File: config.mk
export PLATFORM = sky130hd
export DESIGN_NAME = crc_job_sched
export DESIGN_NICKNAME = d
export VERILOG_FILES = /design/src/rtl/crc_sched_pkg.sv /design/src/rtl/crc_job_sched_rr_arbiter.sv /design/src/rtl/crc_job_sched.sv
export SDC_FILE = /design/constraint.sdc
export NUM_CORES = 1
export LEC_CHECK = 0
export CAP_MARGIN = 25
export CORE_AREA = 4 4 179 181
export CTS_CLUSTER_SIZE = 30
export DETAILED_ROUTE_END_ITERATION = 12
export DIE_AREA = 0 0 183 185
export PLACE_DENSITY = 0.71
export REMOVE_ABC_BUFFERS = 1
export SYNTH_ARGS = -nofsm -noshare
export SYNTH_HDL_FRONTEND = slang
export SYNTH_SLANG_ARGS = --single-unit
export TNS_END_PERCENT = 20
File: constraint.sdc
create_clock -name clk_1 -period 2.9 [get_ports clk_1]
set_input_delay 0.58 -clock clk_1 [delete_from_list [all_inputs] [get_ports clk_1]]
set_output_delay 0.58 -clock clk_1 [all_outputs]
set_load 0.02 [all_outputs]
File: src/rtl/crc_sched_pkg.sv
// Shared types and constants for the CRC job scheduler.
// Optional build macro used by crc_job_sched: CRC_JOB_SCHED_TIMEOUT_EN.
package crc_sched_pkg;

    localparam int unsigned MSG_W       = 60;
    localparam int unsigned DEF_N_REQ   = 4;
    localparam int unsigned DEF_TIMEOUT = 64;

    typedef enum logic [1:0] {
        ST_IDLE  = 2'd0,
        ST_ISSUE = 2'd1,
        ST_WAIT  = 2'd2,
        ST_RESP  = 2'd3
    } sched_state_e;

endpackage

File: src/rtl/crc_job_sched_rr_arbiter.sv
// Combinational round-robin arbiter: one-hot grant to the first request
// at or above ptr, wrapping via a double-width masked priority search.
module rr_arbiter #(
    parameter int unsigned N_REQ = 4,
    parameter int unsigned ID_W  = $clog2(N_REQ)
) (
    input  logic [N_REQ-1:0] req,
    input  logic [ID_W-1:0]  ptr,
    output logic [N_REQ-1:0] grant
);

    localparam int unsigned DW = 2 * N_REQ;

    logic [DW-1:0] dbl;
    logic [DW-1:0] mask;
    logic [DW-1:0] masked;
    logic          found;

    // Upper copy of req supplies the wrapped candidates below ptr.
    always_comb begin
        dbl    = {req, req};
        mask   = ~((DW'(1) << ptr) - DW'(1));
        masked = dbl & mask;
        grant  = '0;
        found  = 1'b0;
        for (int unsigned i = 0; i < DW; i++) begin
            if (masked[i] && !found) begin
                grant[i % N_REQ] = 1'b1;
                found            = 1'b1;
            end
        end
    end

endmodule

File: src/rtl/crc_job_sched.sv
// Round-robin scheduler sharing one CRC pipeline among N_REQ requesters, one job in flight.
// Optional macro CRC_JOB_SCHED_TIMEOUT_EN adds a WAIT-state timeout reported on rsp_err.
module crc_job_sched
    import crc_sched_pkg::*;
#(
    parameter int unsigned N_REQ = DEF_N_REQ,
    parameter int unsigned ID_W  = $clog2(N_REQ),
    parameter int unsigned MSG_W = crc_sched_pkg::MSG_W
`ifdef CRC_JOB_SCHED_TIMEOUT_EN
    ,
    parameter int unsigned TIMEOUT = DEF_TIMEOUT
`endif
) (
    input  logic                   clk_1,
    input  logic                   rst_n,
    input  logic [N_REQ-1:0]       req_valid,
    output logic [N_REQ-1:0]       req_ready,
    input  logic [N_REQ*MSG_W-1:0] req_message,
    input  logic [N_REQ-1:0]       req_CRC,
    input  logic [N_REQ-1:0]       req_mode,
    output logic                   crc_in_valid,
    output logic                   crc_CRC,
    output logic                   crc_mode,
    output logic [MSG_W-1:0]       crc_message,
    input  logic                   crc_out_valid,
    input  logic [MSG_W-1:0]       crc_out,
    output logic                   rsp_valid,
    input  logic                   rsp_ready,
    output logic [ID_W-1:0]        rsp_id,
    output logic [MSG_W-1:0]       rsp_data,
    output logic                   rsp_err,
    output logic                   busy
);

    sched_state_e     state_q, state_d;
    logic [N_REQ-1:0] grant;
    logic [ID_W-1:0]  rr_ptr_q, rr_ptr_d;
    logic [ID_W-1:0]  job_id_q, job_id_d;
    logic [ID_W-1:0]  grant_idx;
    logic [MSG_W-1:0] grant_msg;
    logic             grant_crc, grant_mode;
    logic             transfer;
    logic             timeout_hit;

    logic             crc_in_valid_d, crc_CRC_d, crc_mode_d;
    logic [MSG_W-1:0] crc_message_d;
    logic             rsp_valid_d, rsp_err_d, busy_d;
    logic [ID_W-1:0]  rsp_id_d;
    logic [MSG_W-1:0] rsp_data_d;

    rr_arbiter #(
        .N_REQ (N_REQ),
        .ID_W  (ID_W)
    ) u_arb (
        .req   (req_valid),
        .ptr   (rr_ptr_q),
        .grant (grant)
    );

    assign req_ready = (state_q == ST_IDLE) ? grant : '0;
    assign transfer  = |req_ready;

    // Index and payload of the granted requester.
    always_comb begin
        grant_idx  = '0;
        grant_msg  = '0;
        grant_crc  = 1'b0;
        grant_mode = 1'b0;
        for (int unsigned i = 0; i < N_REQ; i++) begin
            if (grant[i]) begin
                grant_idx  = ID_W'(i);
                grant_msg  = req_message[i*MSG_W +: MSG_W];
                grant_crc  = req_CRC[i];
                grant_mode = req_mode[i];
            end
        end
    end

`ifdef CRC_JOB_SCHED_TIMEOUT_EN
    localparam int unsigned CNT_W = $clog2(TIMEOUT + 1);

    logic [CNT_W-1:0] to_cnt_q;

    assign timeout_hit = (state_q == ST_WAIT) && (to_cnt_q == CNT_W'(TIMEOUT - 1));

    // Counts WAIT cycles; held at zero in every other state.
    always_ff @(posedge clk_1 or negedge rst_n) begin
        if (!rst_n) begin
            to_cnt_q <= '0;
        end else if (state_q != ST_WAIT) begin
            to_cnt_q <= '0;
        end else begin
            to_cnt_q <= to_cnt_q + CNT_W'(1);
        end
    end
`else
    assign timeout_hit = 1'b0;
`endif

    // Next state and next registered outputs.
    always_comb begin
        state_d        = state_q;
        rr_ptr_d       = rr_ptr_q;
        job_id_d       = job_id_q;
        crc_in_valid_d = 1'b0;
        crc_CRC_d      = crc_CRC;
        crc_mode_d     = crc_mode;
        crc_message_d  = crc_message;
        rsp_valid_d    = rsp_valid;
        rsp_id_d       = rsp_id;
        rsp_data_d     = rsp_data;
        rsp_err_d      = rsp_err;

        unique case (state_q)
            ST_IDLE: begin
                if (transfer) begin
                    state_d        = ST_ISSUE;
                    job_id_d       = grant_idx;
                    crc_in_valid_d = 1'b1;
                    crc_CRC_d      = grant_crc;
                    crc_mode_d     = grant_mode;
                    crc_message_d  = grant_msg;
                    rr_ptr_d       = (grant_idx == ID_W'(N_REQ - 1)) ? '0 : grant_idx + ID_W'(1);
                end
            end
            ST_ISSUE: begin
                state_d = ST_WAIT;
            end
            ST_WAIT: begin
                // Completion takes priority over a coincident timeout.
                if (crc_out_valid) begin
                    state_d     = ST_RESP;
                    rsp_valid_d = 1'b1;
                    rsp_id_d    = job_id_q;
                    rsp_data_d  = crc_out;
                    rsp_err_d   = 1'b0;
                end else if (timeout_hit) begin
                    state_d     = ST_RESP;
                    rsp_valid_d = 1'b1;
                    rsp_id_d    = job_id_q;
                    rsp_data_d  = '0;
                    rsp_err_d   = 1'b1;
                end
            end
            ST_RESP: begin
                if (rsp_ready) begin
                    state_d     = ST_IDLE;
                    rsp_valid_d = 1'b0;
                end
            end
            default: begin
                state_d = ST_IDLE;
            end
        endcase

        busy_d = (state_d != ST_IDLE);
    end

    always_ff @(posedge clk_1 or negedge rst_n) begin
        if (!rst_n) begin
            state_q      <= ST_IDLE;
            rr_ptr_q     <= '0;
            job_id_q     <= '0;
            crc_in_valid <= 1'b0;
            crc_CRC      <= 1'b0;
            crc_mode     <= 1'b0;
            crc_message  <= '0;
            rsp_valid    <= 1'b0;
            rsp_id       <= '0;
            rsp_data     <= '0;
            rsp_err      <= 1'b0;
            busy         <= 1'b0;
        end else begin
            state_q      <= state_d;
            rr_ptr_q     <= rr_ptr_d;
            job_id_q     <= job_id_d;
            crc_in_valid <= crc_in_valid_d;
            crc_CRC      <= crc_CRC_d;
            crc_mode     <= crc_mode_d;
            crc_message  <= crc_message_d;
            rsp_valid    <= rsp_valid_d;
            rsp_id       <= rsp_id_d;
            rsp_data     <= rsp_data_d;
            rsp_err      <= rsp_err_d;
            busy         <= busy_d;
        end
    end

endmodule

==> results.md <==
* Top cell type's share of synthesized area at 0.369
* Hold-fix buffers at CTS at 0
* FF+latch area at around 0.0033 sq mm
* Layout Skew at 0.0170 ns
* HP Class: primary input to async pin
* Cts bufs inserted at 17
* Number of synthesized flops with an enable pin at 0
* Largest family of logic cells by synthesized area: simple AND/OR/NAND/NOR gates
* Clk sink count at between 100 and 150
* Max_cap viols at 0
* Final wirelength at a little over 40 mm
* Wire per inst at 22.8 microns
* Top post-synthesis cells by area: dfrtp_1, mux2_4, mux2_2
* VDD IR-drop max at around 0.59 mV
* Vias per Instance at between 5 and 6
* Netlist cell types at 40
* Placed cells at roughly 1700
* Yosys warns at 0
* Utilization after layout at 0.488
* Register bit count reported by yosys at approximately 130
* Unrepaired setup endpoints after global routing: no
* P_leak at slightly below 6 nW
* Mux share of post-synthesis cell area at 0.179
* Mapped Cells at 917
* Placed inst area at between 0.01 and 0.015 sq mm
* Worst r2r src: rr_ptr_q[1]
* IO Port Bufs at roughly 450
* Die H at about 190 microns
* Worst-case clock buffer depth at 2
* Layout cell share with drive strength beyond 1 at 0.183
* Async SR Flop Fraction at 1.00
* CTS tree: yes
* Main synth FF type: dfrtp_1
* Vias at approximately 9800
* Fin. max-slew vios at 0
* Post-synth top cells: nor2_1, dfrtp_1, nand2_1, mux2_2
* Synthesized area at 0.00903 sq mm
* Avg Inst Size Synth at between 9 and 10 sq um
* Area of the multi-input gates at approximately 0.0052 sq mm
* Final Setup Violations at 0
* Largest net degree at the start of global routing at 65
* Adder-cell share of the synthesized area at 0.00139
* Worst R2R Setup Slack at approximately 0.11 ns
* Dpl hpwl at ~30 mm
* Total global routing overflow at 0
* First-pass GRT wire length at 60.0 mm
* Compound-cell area share of the yosys netlist at 0.145
* Rows at 64
* Vias in the first global route at 10314
* First DRT Iteration DRCs at 598
* H-tree depth at 4
* Startpoint Class: register
* Filler Cells Inserted at 2796
* Slowest stage delay, CP at ~0.37 ns
* Setup ws final at just over 0.1 ns
* Hold Slack at around 0.14 ns
* Worst path slowest cell: dfrtp_1
* Clk slew on worst S/H paths at around 0.070 ns
* Min cycle time layout at around 2.8 ns
* Hold Violations, Final at 0
* Cell with the most instances after synthesis: nor2_1
* Routed Antenna Nets at 0
* Placer congestion estimate at around 0.87
* Initial antenna violation count at 1
* Crit Path Class: register to primary output
* Seq/Total Area, Yosys at 0.369
* Req. time, crit path at 2.32 ns
* FF-to-FF End: crc_message[43]
* Pwr Density at ~1000 mW/mm^2
* Die width at roughly 180 microns
* Cell taking the most area after synthesis: dfrtp_1
* GRT Total Usage at 0.227
* Core Box Area at roughly 0.03 sq mm
* Layout net count at between 1500 and 2000
* Die area at 0.0339 sq mm
* Initial core utilization at 0.297
* Clock Latency Late Sink at between 0.4 and 0.5 ns
* Drt drc at 0
* Crit end category: primary output
* Final std cell area, no fill at around 0.015 sq mm
* Worst EP arrival at between 2 and 2.5 ns
* Critical Path Fanout Max at 3
* Simple-gate share of the synthesized area at 0.245
* Setup WS pre-CTS at -0.161 ns
* Reg2Reg Depth at 10
* # IOs at about 450
* Finished Layout Cells at about 1800
* Fin crit share at 0.965
* Xor and xnor area share after synthesis at 0
* Actual slew at the worst max-slew pin at around 0.9 ns
* Slew headroom at 0.401
* Fmax at between 0.3 and 0.4 GHz
* Area Overhead vs Synth at 64.4%
* Root Buffer: clkbuf_16
* Worst-path cell chain: or2_2 -> ha_4 -> a22oi_1 -> and3_2 -> o21a_1 -> buf_2
* Iteration count of the initial detailed-routing pass at 5
* Run status: finished clean
==> cells by family (layout without fill, tap and decap cells) <==
logic type | after synthesis | after routing
mux | 124 | 124
other cells | 1 | 2
buf+inv | 105 | 556
simple gates | 409 | 409
compound gates | 144 | 144
flops | 133 | 133
fa+ha+maj | 1 | 1
==> cells in the final DEF, fill, tap and decap left out, drive strengths merged, types with 2 or more instances in the layout <==
cell / synthesis / final
nand4: 62 / 62
clkdlybuf4s50: 0 / 440
mux2: 123 / 123
nand3: 4 / 4
o2bb2ai: 63 / 63
nor2b: 2 / 2
nand2b: 2 / 2
or4: 62 / 62
and3: 2 / 2
nor3b: 63 / 63
a21oi: 3 / 3
clkinvlp: 0 / 2
nand2: 67 / 67
nand3b: 2 / 2
buf: 46 / 77
o21a: 2 / 2
a21o: 3 / 3
a221o: 62 / 62
inv: 7 / 14
or2: 4 / 4
o21ai: 4 / 4
dfrtp: 133 / 133
clkinv: 0 / 4
nor2: 134 / 134
clkbuf: 52 / 18
nor3: 3 / 3
==> timing repair <==
item | 4_1_cts | 5_1_grt
pin swaps | 1 | 2
gates resized for setup | 19 | 3
setup endpoints to repair | 4 | 3
endpoints found under the hold margin | 0 | 0
buffers inserted | 0 | 1
==> sequential cells by signal, indices dropped and copies added (netlist names) <==
signal,count
rsp_data,60
rsp_valid,1
job_id_q,2
crc_CRC,1
crc_in_valid,1
crc_message,60
busy,1
state_q,2
rsp_id,2
crc_mode,1
rr_ptr_q,2
==> how the worst max path moves through the flow <==
stage | cells after the start | slack, ns | from | end
3_5_place_dp | 7 | -0.16 | req_valid[2] | req_ready[0]
6_report | 6 | 0.10 | rr_ptr_q[1] | req_ready[2]
5_1_grt | 10 | 0.0004 | rr_ptr_q[1] | crc_message[39]
3_3_place_gp | 6 | -0.17 | req_valid[2] | req_ready[1]
2_1_floorplan | 7 | -5.57 | rr_ptr_q[0] | crc_CRC
4_1_cts | 8 | -0.02 | rr_ptr_q[1] | req_ready[1]
==> metal layers <==
metal,routed length [microns],share of wire,track usage,vias up
li1,-,-,-,4371
met1,14800,0.37,0.256,4763
met2,20000,0.50,0.401,600
met3,3880,0.096,0.0626,105
met4,1600,0.040,0.102,0
met5,0,0,0,-
==> critical path, delay by kind of cell (launching register included) <==
family | cells | cell delay [ns]
adders and majority gates | 1 | 0.25
buffers and inverters | 1 | 0.19
DFF | 1 | 0.37
AOI/OAI and AO/OA | 2 | 0.38
and+or+nand+nor | 2 | 0.62
==> power by group <==
part | internal (W) | switching (W) | total, W
Clock | 0.00123 | 0.000954 | 0.00218
Combinational | 0.00470 | 0.00456 | 0.00925
Sequential | 0.00280 | 0.000594 | 0.00340
Total | 0.00873 | 0.00610 | 0.0148
==> final cells by class <==
type | instances | area share
tap | 396 | 0.0334
timing repair buffer | 517 | 0.348
inverter | 7 | 0.00177
multi-input combinational | 679 | 0.353
clock inverter | 14 | 0.00936
clock buffer | 18 | 0.0296
antenna | 1 | 0.000169
sequential | 133 | 0.224
==> metrics by stage <==
step	setup TNS (ns)	power, W
after CTS	-0.0182	0.0149
after detailed placement	-6.70	0.0126
after global routing	0	0.0156
after global placement	-4.10	0.0125
final	0	0.0148
after floorplan	-381.02	0.00829
Note: power is estimated with default switching activity, not from simulation.
